File: src/rtl/seg7_pkg.sv
// seg7_pkg: shared constants and types for the 7-segment scan driver.
// Holds the blank pattern, digit count, digit index type and hex table.
package seg7_pkg;

   localparam int NUM_DIGITS = 4;

   localparam logic [6:0] SEG_BLANK = 7'b1111111;

   typedef logic [1:0] digit_idx_t;

   // Active-low {g,f,e,d,c,b,a}; entry [n] is the glyph for nibble n.
   localparam logic [15:0][6:0] HEX7_TABLE = {
      7'b0001110,  // F
      7'b0000110,  // E
      7'b0100001,  // d
      7'b1000110,  // C
      7'b0000011,  // b
      7'b0001000,  // A
      7'b0010000,  // 9
      7'b0000000,  // 8
      7'b1111000,  // 7
      7'b0000010,  // 6
      7'b0010010,  // 5
      7'b0011001,  // 4
      7'b0110000,  // 3
      7'b0100100,  // 2
      7'b1111001,  // 1
      7'b1000000   // 0
   };

endpackage

File: src/rtl/hex_to_seg7.sv
// hex_to_seg7: combinational nibble to active-low 7-segment lookup.
// Ports: nibble (4b in), seg (7b out, {g,f,e,d,c,b,a}, active-low).
module hex_to_seg7
   import seg7_pkg::*;
(
   input  logic [3:0] nibble,
   output logic [6:0] seg
);

   assign seg = HEX7_TABLE[nibble];

endmodule

File: src/rtl/seg7_scan_driver.sv
// seg7_scan_driver: 4-digit multiplexed hex display plus 8-LED bar.
// Ports: clk, reset_cpu (sync, active-high), output_port[15:0],
//   PC_below8bit[7:0], freeze -> seg[6:0], an[3:0], led[7:0],
//   frame_tick. Define SEG7_LEAD_ZERO_BLANK_EN to blank leading zeros.
module seg7_scan_driver
   import seg7_pkg::*;
#(
   parameter int REFRESH_DIV = 50000,
   parameter int CNT_W       = 20
) (
   input  logic        clk,
   input  logic        reset_cpu,
   input  logic [15:0] output_port,
   input  logic [7:0]  PC_below8bit,
   input  logic        freeze,
   output logic [6:0]  seg,
   output logic [3:0]  an,
   output logic [7:0]  led,
   output logic        frame_tick
);

   logic [CNT_W-1:0] refresh_cnt;
   digit_idx_t       digit_idx;
   logic [15:0]      disp_val;

   logic       wrap;
   logic       frame_end;
   logic       latch;
   logic [3:0] nibble;
   logic [6:0] hex_seg;
   logic [6:0] seg_next;
   logic       blank;

   assign wrap      = (refresh_cnt == CNT_W'(REFRESH_DIV - 1));
   assign frame_end = wrap && (digit_idx == digit_idx_t'(NUM_DIGITS - 1));
   assign latch     = frame_end && !freeze;
   assign nibble    = disp_val[{digit_idx, 2'b00} +: 4];

   hex_to_seg7 u_hex (
      .nibble (nibble),
      .seg    (hex_seg)
   );

`ifdef SEG7_LEAD_ZERO_BLANK_EN
   digit_idx_t msd;

   // msd stays 0 for an all-zero value so digit 0 always shows.
   always_comb begin
      msd = 2'd0;
      if (disp_val[7:4]   != 4'h0) msd = 2'd1;
      if (disp_val[11:8]  != 4'h0) msd = 2'd2;
      if (disp_val[15:12] != 4'h0) msd = 2'd3;
      blank = (digit_idx > msd);
   end
`else
   assign blank = 1'b0;
`endif

   assign seg_next = blank ? SEG_BLANK : hex_seg;

   always_ff @(posedge clk) begin
      if (reset_cpu) begin
         refresh_cnt <= '0;
         digit_idx   <= '0;
         disp_val    <= '0;
         seg         <= SEG_BLANK;
         an          <= 4'b1111;
         led         <= '0;
         frame_tick  <= 1'b0;
      end else begin
         if (wrap) begin
            refresh_cnt <= '0;
            digit_idx   <= digit_idx + 2'd1;
         end else begin
            refresh_cnt <= refresh_cnt + 1'b1;
         end
         if (latch) disp_val <= output_port;
         if (!freeze) led <= PC_below8bit;
         frame_tick <= latch;
         an         <= ~(4'b0001 << digit_idx);
         seg        <= seg_next;
      end
   end

endmodule

File: config.mk
export PLATFORM = sky130hd
export DESIGN_NAME = seg7_scan_driver
export DESIGN_NICKNAME = d
export VERILOG_FILES = /design/src/rtl/seg7_pkg.sv /design/src/rtl/hex_to_seg7.sv /design/src/rtl/seg7_scan_driver.sv
export SDC_FILE = /design/constraint.sdc
export NUM_CORES = 1
export LEC_CHECK = 0
export BUFFER_PORTS_ARGS = -buffer_cell sky130_fd_sc_hd__clkbuf_2
export CORE_ASPECT_RATIO = 0.75
export CORE_MARGIN = 2
export CORE_UTILIZATION = 40
export DETAILED_ROUTE_END_ITERATION = 7
export HOLD_SLACK_MARGIN = 0.02
export PLACE_DENSITY = 0.63
export SYNTH_ARGS = -nofsm -noshare
export SYNTH_HDL_FRONTEND = slang
export SYNTH_SLANG_ARGS = --single-unit
export TNS_END_PERCENT = 10
File: constraint.sdc
create_clock -name clk -period 2.3 [get_ports clk]
set_input_delay 0.23 -clock clk [delete_from_list [all_inputs] [get_ports clk]]
set_output_delay 0.23 -clock clk [all_outputs]
set_load 0.03 [all_outputs]
==> qor.txt <==
Synth Area in Adders - 5.191%
Syn Inst Count - 280
Critical Path RT - 2.52 ns
num rows - 25
Reg2Reg Setup Slack - 0.12 ns
CTS Root Cell - clkbuf_8
EDFF count, synth - 0
die height - 74.51 um
Static Leakage - 1.210 nW
critical path's slowest cell - or4b_4
WL per Instance - 14.09 um
worst-path maximum fanout - 20
grt ovf - 0
Hold Path End - led[4]
Switching Power - 499.2 uW
Worst R2R Path Depth - 5
die area - 7302 um^2
multi-input logic area - 1368 um^2
TNS Setup - 0 ns
hold path startpoint - PC_below8bit[4]
Via density - 5.271
mux cell area share after synthesis - 8.023%
Final #Nets - 372
synthesized flop and latch total - 58
vias in the first global route - 1941
fin crit share - 94.97%
library cells used by synthesis - 38
clk sinks - 58
final std cells w/o fill - 420
Arr. time, crit path - 2.41 ns
via count - 2214
Placer Congestion - 0.8495
GRT Overall Usage - 16.85%
syn nets - 318
Fmax - 457.8 MHz
Peak VDD IR - 0.3123 mV
Initial DRC Count - 118
sequential element share of the synthesized area - 43.79%
FF-to-FF End - refresh_cnt[13]
startpoint type of the worst setup path - flop
actual slew at the worst max-slew pin - 0.4411 ns
worst r2r src - refresh_cnt[12]
I/O pin cnt - 47
CTS tree - done
Sequential Area - 1162 um^2
first-pass GRT wire length - 9694 um
placed inst area - 3022 um^2
yosys warns - 0
Post-Synth XOR/XNOR Area - 4.955%
area grow syn2layout - 22.61%
final core utilization - 51.19%
Reg clk slew, reported paths - 0.07 ns
Final min period - 2.184 ns
worst-skew pair later-pin latency - 0.33 ns
Post-Syn Area - 2651 um^2
worst hold path depth - 3
crit path kind - reg2reg
remaining antenna violation count after routing - 0
# DRC - 0
hold crit path type - in2reg
TritonCTS Buffers - 9
Post-CTS Setup Bufs - 0
Die X - 98.01 um
status - complete, no violations
maximum root-to-sink buffer count - 2
Max Slew Vio Count - 0
CP max stage delay - 0.71 ns
WL final - 5918 um
clk_skew - 0.007349 ns
Port Buf Inserts - 46
Core Box Area - 6350 um^2
complex-gate fraction of the synthesized area - 14.02%
DP HPWL - 4177 um
RSZ-0062 raised after global routing - no
crit path cell chain - or4_1, or4b_4, o21ai_1, buf_4, nor2_1
fin area - 3251 um^2
MaxCap Viol Count - 0
Clk pwr share - 47.8%
layout cells sized above 1 - 28.61%
starting density of the core - 41.75%
final hold vios - 0
largest net degree at the start of global routing - 29
Power Internal - 1.707 mW
ANT cells - 0
Placed Cells incl. Taps - 404
PwrDens - 678.6 nW/um^2
Reg power frac - 46.9%
Comb pwr share - 5.3%
Slew HR - 70.18%
switching share of power - 22.63%
H-Tree Depth - 3
initial antenna violation count - 0
simple-gate area share of the yosys netlist - 19.21%
syn avg cell area - 9.469 um^2
Top FF cell, synth - dfxtp_1
fraction of registers with async set/reset - 0%
cts hold-fix bufs - 0
Final Setup Violations - 0
CP Capture Type - flop
fill count - 611
largest family of logic cells by synthesized area - simple AND/OR/NAND/NOR gates
DR pass1 iterations - 4
## cell type report
class	instances	area share [%]
multi-input cells	193	42.07
flip-flops and latches	58	35.76
well taps	81	3.118
clock buffers	10	4.234
repair buffers	63	11.01
clock inverters	6	2.771
inverters	9	1.039
## how the worst max path moves through the flow
stage / cells past startpoint / to / startpoint
6_report: 5 / refresh_cnt[13] / refresh_cnt[12]
5_1_grt: 5 / refresh_cnt[13] / refresh_cnt[4]
4_1_cts: 5 / refresh_cnt[13] / refresh_cnt[12]
3_5_place_dp: 5 / refresh_cnt[13] / refresh_cnt[12]
3_3_place_gp: 5 / refresh_cnt[5] / refresh_cnt[12]
2_1_floorplan: 6 / seg[3] / digit_idx[0]
## state kept, by name, summed over array words and instances, names as in the netlist
| register | cells |
|---|---|
| digit_idx | 2 |
| seg | 7 |
| frame_tick | 1 |
| an | 4 |
| refresh_cnt | 20 |
| led | 8 |
| disp_val | 16 |
## stage by stage
step,hold slack (ns),power (mW),setup WS [ns]
3_3_place_gp,0.4493,1.172,0.1498
4_1_cts,0.1040,2.234,0.1073
5_1_grt,0.1171,2.291,0.01146
6_report,0.1272,2.206,0.1156
2_1_floorplan,0.3607,1.125,0.1565
3_5_place_dp,0.4580,1.174,0.1245
## logic make-up (layout without fill, tap and decap cells)
logic type | Yosys count | in the layout
XOR/XNOR | 15 | 15
adder cells (fa/ha/maj) | 11 | 11
flip-flops | 58 | 58
multiplexers | 16 | 16
AO/OA/AOI/OAI | 54 | 54
buffers and inverters | 29 | 88
AND/OR/NAND/NOR | 97 | 97
## layer usage
layer  vias to the layer above  GRT usage [%]  wire length (um)
met5                         -              0                 0
met1                      1039          25.52              3118
met3                         2          6.203               285
met2                        47          22.30              2493
li1                       1126              -                 -
met4                         0          4.167                20
## power by group through the flow
stage               sequential, mW  combinational, mW  clock (mW)
floorplan                     1.09             0.0393           0
global placement              1.06              0.117           0
detailed placement            1.06              0.117           0
CTS                           1.03              0.118        1.08
global route                  1.04              0.127        1.13
finish                        1.03              0.116        1.06
## critical path: cells and delay by family (launching register included)
family          cells  cell delay [ns]
flops               1             0.35
simple gates        3             1.32
buf+inv             1             0.20
compound gates      1             0.21
## layout by cell type (no fill, tap or decap), drive strengths merged, types with 8 or more instances in the layout
cell type,synthesis,final
dfxtp,58,58
clkbuf,14,56
nor2,28,28
nand4,23,23
a21oi,22,22
buf,6,17
o31ai,16,16
nand2,13,13
ha,11,11
xnor2,10,10
mux2i,10,10
inv,9,9
nand3,8,8
## cell usage after synthesis (all sizes together) (8+ instances only)
library cell | number | area (um^2)
dfxtp | 58 | 1161
xnor2 | 10 | 87.58
ha | 11 | 137.6
nand2 | 13 | 48.80
clkbuf | 14 | 52.55
nand3 | 8 | 40.04
nor2 | 28 | 105.1
mux2i | 10 | 100.1
a21oi | 22 | 110.1
inv | 9 | 33.78
o31ai | 16 | 155.1
nand4 | 23 | 143.9
## what timing repair did
item | 4_1_cts | 5_1_grt
endpoints found under the setup margin | 0 | 1
hold endpoints to repair | 0 | 0
resized for setup | 0 | 1
Power figures use the tool's default switching activity.
